===== config.mk =====
export PLATFORM = sky130hd
export DESIGN_NAME = proc_sequencer
export DESIGN_NICKNAME = d
export VERILOG_FILES = /design/src/rtl/proc_sequencer_pkg.sv /design/src/rtl/proc_sequencer_pc.sv /design/src/rtl/proc_sequencer.sv
export SDC_FILE = /design/constraint.sdc
export NUM_CORES = 1
export LEC_CHECK = 0
export ABC_CLOCK_PERIOD_IN_PS = 1800
export CORE_AREA = 2 2 63 65
export CTS_BUF_LIST = sky130_fd_sc_hd__clkbuf_4 sky130_fd_sc_hd__clkbuf_8
export DETAILED_ROUTE_END_ITERATION = 16
export DIE_AREA = 0 0 65 67
export PLACE_DENSITY = 0.76
export SYNTH_ARGS = -nofsm -noshare
export SYNTH_HDL_FRONTEND = slang
export SYNTH_SLANG_ARGS = --single-unit

===== constraint.sdc =====
create_clock -name Clk -period 1.8 [get_ports Clk]
set_input_delay 0.54 -clock Clk [delete_from_list [all_inputs] [get_ports Clk]]
set_output_delay 0.54 -clock Clk [all_outputs]
set_load 0.02 [all_outputs]

===== src/rtl/proc_sequencer_pkg.sv =====
// Shared definitions for the 9-bit processor sequencer: FSM state encoding,
// the halt opcode, read-latency bounds, and Ctrl's existing opcode constants.
package proc_sequencer_pkg;

  typedef enum logic [2:0] {
    WAIT,
    ARMED,
    FETCH,
    EXEC,
    MEM,
    DONE
  } seq_state_t;

  localparam logic [8:0] kHALT = 9'h1FF;

  localparam int unsigned kMaxMemRdLat = 7;
  localparam int unsigned kMemCntW     = $clog2(kMaxMemRdLat + 1);

  // Ctrl opcode constants (consumed by Ctrl, not by the sequencer)
  localparam logic [2:0] kJ   = 3'b110;
  localparam logic [2:0] kBRE = 3'b111;

endpackage


===== src/rtl/proc_sequencer_pc.sv =====
// Program counter register: START_PC preset, absolute load, or modulo-2^PC_W
// increment.
module seq_pc #(
  parameter int unsigned      PC_W     = 10,
  parameter logic [PC_W-1:0]  START_PC = '0
) (
  input  logic            clk_i,
  input  logic            rst_i,
  input  logic            preset_i,
  input  logic            update_i,
  input  logic            jump_i,
  input  logic [PC_W-1:0] target_i,
  output logic [PC_W-1:0] pc_o
);

  logic [PC_W-1:0] pc_q, pc_d;

  always_comb begin
    pc_d = pc_q;
    if (preset_i) begin
      pc_d = START_PC;
    end else if (update_i) begin
      // Natural overflow of the add provides the all-ones -> 0 wrap
      pc_d = jump_i ? target_i : pc_q + 1'b1;
    end
  end

  always_ff @(posedge clk_i) begin
    if (rst_i) pc_q <= START_PC;
    else       pc_q <= pc_d;
  end

  assign pc_o = pc_q;

endmodule


===== src/rtl/proc_sequencer.sv =====
// Multi-cycle run controller: owns PC/IR, Start/Ack handshake, and gates the
// decoder enables. Optional perf counters under `SEQ_PERF_CNT_EN`.
module proc_sequencer
  import proc_sequencer_pkg::*;
#(
  parameter int unsigned      PC_W       = 10,
  parameter logic [PC_W-1:0]  START_PC   = '0,
  parameter int unsigned      MEM_RD_LAT = 1
) (
  input  logic            Clk,
  input  logic            Reset,
  input  logic            Start,
  input  logic [8:0]      inst_rom,
  input  logic            jump_en,
  input  logic            write_en,
  input  logic            ReadMem,
  input  logic            WriteMem,
  input  logic [PC_W-1:0] branch_target,
  output logic [PC_W-1:0] prog_ctr,
  output logic [8:0]      ir,
  output logic            reg_we,
  output logic            mem_re,
  output logic            mem_we,
  output logic            Ack
`ifdef SEQ_PERF_CNT_EN
  ,
  output logic [15:0]     cycle_cnt,
  output logic [15:0]     instr_cnt
`endif
);

  seq_state_t          state_q, state_d;
  logic [8:0]          ir_q, ir_d;
  logic [kMemCntW-1:0] cnt_q, cnt_d;
  logic                abort;
  logic                pc_preset;
  logic                pc_update;

  always_comb begin
    state_d   = state_q;
    ir_d      = ir_q;
    cnt_d     = cnt_q;
    reg_we    = 1'b0;
    mem_re    = 1'b0;
    mem_we    = 1'b0;
    pc_preset = 1'b0;
    pc_update = 1'b0;
    abort     = Start && (state_q != WAIT) && (state_q != ARMED);

    // Abort overrides the whole case so no enable can leak out that cycle
    if (abort) begin
      state_d   = ARMED;
      pc_preset = 1'b1;
    end else begin
      unique case (state_q)
        WAIT: begin
          if (Start) begin
            state_d   = ARMED;
            pc_preset = 1'b1;
          end
        end
        ARMED: begin
          pc_preset = 1'b1;
          if (!Start) state_d = FETCH;
        end
        FETCH: begin
          ir_d    = inst_rom;
          state_d = EXEC;
        end
        EXEC: begin
          if (ir_q == kHALT) begin
            state_d = DONE;
          end else if (ReadMem) begin
            mem_re  = 1'b1;
            cnt_d   = kMemCntW'(MEM_RD_LAT);
            state_d = MEM;
          end else if (WriteMem) begin
            mem_we    = 1'b1;
            pc_update = 1'b1;
            state_d   = FETCH;
          end else begin
            reg_we    = write_en;
            pc_update = 1'b1;
            state_d   = FETCH;
          end
        end
        MEM: begin
          mem_re = 1'b1;
          if (cnt_q == kMemCntW'(1)) begin
            reg_we    = 1'b1;
            pc_update = 1'b1;
            state_d   = FETCH;
          end else begin
            cnt_d = cnt_q - 1'b1;
          end
        end
        DONE: ;
        default: state_d = WAIT;
      endcase
    end
  end

  always_ff @(posedge Clk) begin
    if (Reset) begin
      state_q <= WAIT;
      ir_q    <= '0;
      cnt_q   <= '0;
    end else begin
      state_q <= state_d;
      ir_q    <= ir_d;
      cnt_q   <= cnt_d;
    end
  end

  seq_pc #(
    .PC_W     (PC_W),
    .START_PC (START_PC)
  ) u_seq_pc (
    .clk_i    (Clk),
    .rst_i    (Reset),
    .preset_i (pc_preset),
    .update_i (pc_update),
    .jump_i   (jump_en),
    .target_i (branch_target),
    .pc_o     (prog_ctr)
  );

  assign ir  = ir_q;
  assign Ack = (state_q == DONE);

`ifdef SEQ_PERF_CNT_EN
  logic [15:0] cyc_q, cyc_d;
  logic [15:0] ins_q, ins_d;

  always_comb begin
    cyc_d = cyc_q;
    ins_d = ins_q;
    if (state_d == ARMED && state_q != ARMED) begin
      cyc_d = '0;
      ins_d = '0;
    end else begin
      if ((state_q == FETCH || state_q == EXEC || state_q == MEM) && cyc_q != '1)
        cyc_d = cyc_q + 1'b1;
      if (state_q == EXEC && ir_q != kHALT && ins_q != '1)
        ins_d = ins_q + 1'b1;
    end
  end

  always_ff @(posedge Clk) begin
    if (Reset) begin
      cyc_q <= '0;
      ins_q <= '0;
    end else begin
      cyc_q <= cyc_d;
      ins_q <= ins_d;
    end
  end

  assign cycle_cnt = cyc_q;
  assign instr_cnt = ins_q;
`endif

endmodule


==> results.sh <==
export IMPL_cap_violations=0
export IMPL_async_flop_share=0
export IMPL_seqPwrFrac=0.424
export IMPL_synth_top_area_frac=0.3410
export IMPL_fin_cells=337
export IMPL_clkSlewWorstSetupHoldPaths_ns=0.09
export IMPL_crit_path_max_incr_delay_ns=0.34
export IMPL_crit_arrival_ns=1.58
export IMPL_maxSlewViolCount=0
export IMPL_synth_edf_count=0
export IMPL_p_sw_uw=415.5
export IMPL_path_cells="nand4_1 > nor3_4 > nor2b_4 > a32oi_2 > nor2_2 > buf_6"
export IMPL_hold_slack_ns=0.5189
export IMPL_layout_common_cells="buf_4, nand2_1, clkdlybuf4s50_1"
export IMPL_yosys_warnings=0
export IMPL_setup_tns_ns=-1.473
export IMPL_port_buffers=48
export IMPL_grt_start_max_net_pins=21
export IMPL_synthDistinctLibCells=47
export IMPL_period_share=1.175
export IMPL_leakagePower_nw=1.137
export IMPL_crit_path_start="ir[3]"
export IMPL_drive_gt1_frac=0.3564
export IMPL_finalPower_mw=1.382
export IMPL_syn_instance_count=189
export IMPL_intPower_uw=966.0
export IMPL_via_count=1835
export IMPL_hpwlAfterDp_um=3203
export IMPL_hold_viol=0
export IMPL_hold_class="reg2reg"
export IMPL_swShare=0.3008
export IMPL_worstSetupPathType="reg2out"
export IMPL_synth_fa_ha_area_frac=0.02558
export IMPL_ff2ff_path_depth=9
export IMPL_violations="negative setup slack"
export IMPL_via_per_inst=5.445
export IMPL_synthFlopType="dfxtp_1"
export IMPL_die_y_um=67
export IMPL_gr_usage_all_layers=0.2095
export IMPL_end_kind="output port"
export IMPL_syn_nets=218
export IMPL_antenna_found_initial=0
export IMPL_peakVddDrop_mv=0.5312
export IMPL_wl_um=5104
export IMPL_area_growth_pct=79.11
export IMPL_start_util=0.4070
export IMPL_synth_top_family_by_area="compound AO/OA/AOI/OAI gates"
export IMPL_min_from="u_seq_pc.pc_o[8]"
export IMPL_synth_xor_xnor_area_share=0.005968
export IMPL_rsz0062_at_grt="yes"
export IMPL_ys_ff_latch=25
export IMPL_clkPwrFrac=0.249
export IMPL_layout_setup_ws_ns=-0.3152
export IMPL_dp_cells=320
export IMPL_run_status="finished with violations"
export IMPL_startpoint_type="register"
export IMPL_clock_sinks=25
export IMPL_synth_simple_area_share=0.2702
export IMPL_powerDensity_nw_per_um2=525.5
export IMPL_grt_pass1_vias=1605
export IMPL_finalSetupViolCount=14
export IMPL_drtIter0Drc=114
export IMPL_worstPathMaxFanout=2
export IMPL_synth_area_um2=1468
export IMPL_combPwrFrac=0.327
export IMPL_gp_congestion=0.8425
export IMPL_crit_required_ns=1.26
export IMPL_timing_slew_headroom=0.7278
export IMPL_htree_levels=1
export IMPL_die_x_um=65
export IMPL_post_place_ws_ns=-0.9502
export IMPL_whs_path_depth=2
export IMPL_worstSkewPairLatency_ns=0.27
export IMPL_avgSynthCellArea_um2=7.765
export IMPL_dieArea_um2=4355
export IMPL_fmax_mhz=472.8
export IMPL_yosys_area_top_type="dfxtp_1"
export IMPL_final_common_cell="buf_4"
export IMPL_pin_count=49
export IMPL_ant_nets=0
export IMPL_synth_compound_area_share=0.2882
export IMPL_cts_tree="built"
export IMPL_layout_min_cycle_time_ns=2.115
export IMPL_r2r_start="state_q[2]"
export IMPL_fin_nets=319
export IMPL_clock_root_buffer="clkbuf_8"
export IMPL_max_slew_worst_pin_slew_ns=0.4082
export IMPL_n_fill_cell=272
export IMPL_drc=0
export IMPL_numCtsBuffers=3
export IMPL_avgRoutedWirePerCell_um=15.15
export IMPL_grt_pass1_wl_um=7196
export IMPL_firstDrtPassIters=4
export IMPL_synth_area_top_cells="dfxtp_1, a21oi_1, nand2_1"
export IMPL_clock_path_buffers=2
export IMPL_cpMaxStageDelayCell="dfxtp_2"
export IMPL_diodes=0
export IMPL_seq_area_frac_synth=0.3410
export IMPL_design_core_area_um2=3606
export IMPL_synth_mux_area_frac=0.01364
export IMPL_skew_ns=0.001626
export IMPL_grt_ovfl_total=0
export IMPL_rows=22
[path summary, 6_finish.rpt]
| path | end | slack (ns) |
|---|---|---|
| setup / recovery | reg_we | -0.32 |
| hold / removal | u_seq_pc.pc_o[8] | 0.52 |
| setup reg to reg | cnt_q[1] | -0.13 |
| hold reg to reg | u_seq_pc.pc_o[8] | 0.52 |
[final cells by class]
| type | instances | area (um2) | area share |
|---|---|---|---|
| Inverter | 8 | 30.03 | 0.01142 |
| Tap cell | 48 | 60.06 | 0.02285 |
| Timing Repair Buffer | 105 | 939.7 | 0.3574 |
| Clock buffer | 3 | 41.29 | 0.01571 |
| Sequential cell | 25 | 509.2 | 0.1937 |
| Clock inverter | 1 | 7.507 | 0.002856 |
| Multi-Input combinational cell | 147 | 1041 | 0.3960 |
[critical path: cells and delay by family (launching register included)]
| family | cells | cell delay [ns] |
|---|---|---|
| AND/OR/NAND/NOR | 4 | 0.58 |
| flip-flops | 1 | 0.34 |
| AO/OA/AOI/OAI | 1 | 0.27 |
| buffers and inverters | 1 | 0.13 |
[sequential cells by signal, summed over array words and instances (netlist names)]
register       cells
ir                 9
state_q            3
cnt_q              3
u_seq_pc.pc_o     10
[metrics by stage]
stage	instance area, um2	utilization
2_1_floorplan	1504	-
4_1_cts	2417	0.6704
5_1_grt	2629	0.7290
6_report	2629	0.7290
3_3_place_gp	2344	0.6499
3_5_place_dp	2344	0.6499
[cell families after synthesis]
logic type      count (synthesis)
compound gates                 64
simple gates                   76
fa+ha+maj                       3
xor+xnor                        1
flops                          25
buf+inv                        18
mux                             2
[metal layers]
| layer | vias up | GRT usage | wire length, um |
|---|---|---|---|
| li1 | 895 | - | - |
| met4 | 0 | 0.04787 | 68 |
| met3 | 7 | 0.03547 | 299 |
| met5 | - | 0 | 0 |
| met2 | 62 | 0.3557 | 2684 |
| met1 | 871 | 0.2767 | 2052 |
[Yosys cell counts (5+ instances only)]
library cell	n
a21oi_1	24
clkbuf_1	5
dfxtp_1	25
inv_1	8
nand2_1	26
nand3_1	6
nor2_1	15
nor3_1	8
o211ai_1	5
o21ai_0	8
o31ai_1	6
[power by group through the flow]
stage / sequential, mW / clock, mW / combinational [mW]
2_1_floorplan: 0.602 / 0 / 0.167
3_3_place_gp: 0.594 / 0 / 0.349
3_5_place_dp: 0.595 / 0 / 0.352
5_1_grt: 0.587 / 0.377 / 0.482
6_report: 0.586 / 0.344 / 0.451
4_1_cts: 0.583 / 0.352 / 0.360
[what timing repair did]
item                                    4_1_cts  5_1_grt
endpoints found under the setup margin       39       18
hold buffers                                  0        0
gates cloned                                  1        1
setup buffers                                 2        9
gates resized for setup                      49       37
pin swaps                                     8       18
(Power assumes the default switching activity.)
==> RTL change (same settings) <==
Encoding of `seq_state_t`: now Gray code (3 bits for 6 states).
--- a/src/rtl/proc_sequencer_pkg.sv
+++ b/src/rtl/proc_sequencer_pkg.sv
@@ -3,12 +3,12 @@
 package proc_sequencer_pkg;
 
   typedef enum logic [2:0] {
-    WAIT,
-    ARMED,
-    FETCH,
-    EXEC,
-    MEM,
-    DONE
+    WAIT  = 3'b000,
+    ARMED = 3'b001,
+    FETCH = 3'b011,
+    EXEC  = 3'b010,
+    MEM   = 3'b110,
+    DONE  = 3'b111
   } seq_state_t;
 
   localparam logic [8:0] kHALT = 9'h1FF;
Check against the original RTL: same outputs for any inputs over 10 cycles, from zero or initial values and one cycle with Reset high; not proved beyond that.
==> RTL change against the unedited design <==
- the run still ends with negative setup slack left
- final area is 4.4% lower
- wire length fell by 15%
- fmax rose by 4.2%
- total power fell by 15%
- sequential share of layout area increased by 1.1 points
- critical path depth decreased by 1
- cell count down 1.8%
- sequential cell count stayed put
- combinational power shrank 42%
- setup slack improved by 0.085 ns
- area after synthesis grew 0.26%
- worst hold slack got worse by 0.025 ns
- largest power group unchanged
==> RTL change: results (changes against the unedited design) <==
Run status
  • Outcome: finished with violations
  • Failing checks: negative setup slack

CTS
  • Post-CTS sizing: 52 (+6.1%)
  • Clock root buffer: clkbuf_8
  • Postcts setup bufs: 2 (unchanged)

Critical path
  • CP max-delay cell: o31a_1
  • Critical path's top delay family: compound AO/OA/AOI/OAI gates
  • Worst-path maximum fanout: 3 (+1)
  • FF-to-FF Start: state_q[0]$_SDFFE_PP0P_
  • FF-to-FF End: u_seq_pc.pc_o[4]$_SDFFE_PP0P_
  • Setup slack, reg-to-reg: 0.08 ns (+0.21 ns)
  • R2R depth: 7 (-2)
  • Largest stage delay on the critical path: 0.34 ns (about the same)

Logic synthesis
  • Post-synthesis compound-gate area fraction: 29.9% (+1.1 points)
  • Async set-reset flop share out of synthesis: 0% (unchanged)
  • Synth Area in XOR/XNOR: 0% (-0.60 points)
  • Post-synthesis adder-cell area fraction: 2.55% (-0.0065 points)
  • Area contributors post-synth: dfxtp_1 (34%), nand2_1 (7.7%), a21oi_1 (6.1%)
  • Post-synth cell types: 48 (+2.1%)
  • Post-synth top cells: nand2_1 (30), dfxtp_1 (25), a21oi_1 (18)
  • Gate Count Post-Synth: 186 (-1.6%)
  • Sequential share of the synthesized area: 34.0% (-0.087 points)
  • Total nets after synthesis: 215 (-1.4%)

STA
  • Setup-failing EPs final: 3 (-11)
  • Setup TNS: -0.680 ns (+0.792 ns)
  • Setup ws final: -0.230 ns (+0.0850 ns)
  • Slew @ Worst Pin: 0.385 ns (-0.0237 ns)
  • Final Skew: 0.00449 ns (+0.00287 ns)

Finish
  • Fillcell total: 296 (+8.8%)
  • Share of cells above drive strength 1: 33.6% (-2.1 points)
  • Non-filler cells, final: 331 (-1.8%)
  • Final core utilization: 69.7% (-3.2 points)
  • Final net count: 313 (-1.9%)

Min path
  • Hold endpoint: cnt_q[1]$_SDFFE_PP0P_
  • Hold wc startpoint: cnt_q[1]$_SDFFE_PP0P_
  • Hold Crit Class: reg -> reg

Pwr
  • PwrDens: 464 nW/um^2 (-12%)
  • Worst IR Drop VDD: 0.372 mV (-30%)
  • Seq. pwr: 0.000568 W (-3%)
  • Leakage power: 1.09 nW (-4.5%)
  • Switch share: 26.0% (-4.0 points)
  • Clk. pwr: 0.000338 W (-2%)

Global route
  • Total track usage: 21.4% (+0.44 points)
  • Global-route wire length before repair: 7280 um (+1.2%)
  • Largest net degree at the start of global routing: 15 (-29%)
  • Met1 Usage GRT: 27.7% (about the same)
  • Met2 usage: 36.0% (+0.39 points)
  • GRT met3 Usage: 2.36% (-1.2 points)

Route
  • Metal3 WL: 163 um (-45%)
  • First-pass detailed-route iteration total: 4 (unchanged)
  • Routed WL per cell: 13.1 um (-14%)
  • Initial drt markers: 86 (-25%)
  • Via Count: 1728 (-5.8%)
  • Post-Route M1 WL: 1940 um (-5.5%)
  • Routed wl met2: 2140 um (-20%)

Placement
  • Dpl cells: 321 (+0.31%)
  • Final GP Congestion: 0.824 (-2.2%)
  • HPWL after detailed placement: 3160 um (-1.4%)
[RTL change: cell count changes in the layout (fill, tap and decap cells not counted), sizes merged, moves of 3 or more]
cell	before	now
or3	0	3
nand2	26	30
a32o	0	6
o211ai	5	1
a21oi	24	20
nor3	8	4
and3	0	3
[RTL change: through the flow]
stage / setup slack, ns / hold slack (ns)
floorplan: 0.0234 / 0.448
global route: -0.297 / 0.533
finish: -0.230 / 0.494
global placement: -0.877 / 0.468
detailed placement: -0.894 / 0.480
CTS: -0.252 / 0.489
[RTL change: cell type report]
| class | count | area share, % |
|---|---|---|
| tap | 48 | 2.39 |
| inverter | 8 | 1.24 |
| timing repair buffer | 103 | 37.0 |
| multi-input combinational | 143 | 37.0 |
| clock buffer | 3 | 1.64 |
| sequential | 25 | 20.5 |
| clock inverter | 1 | 0.199 |
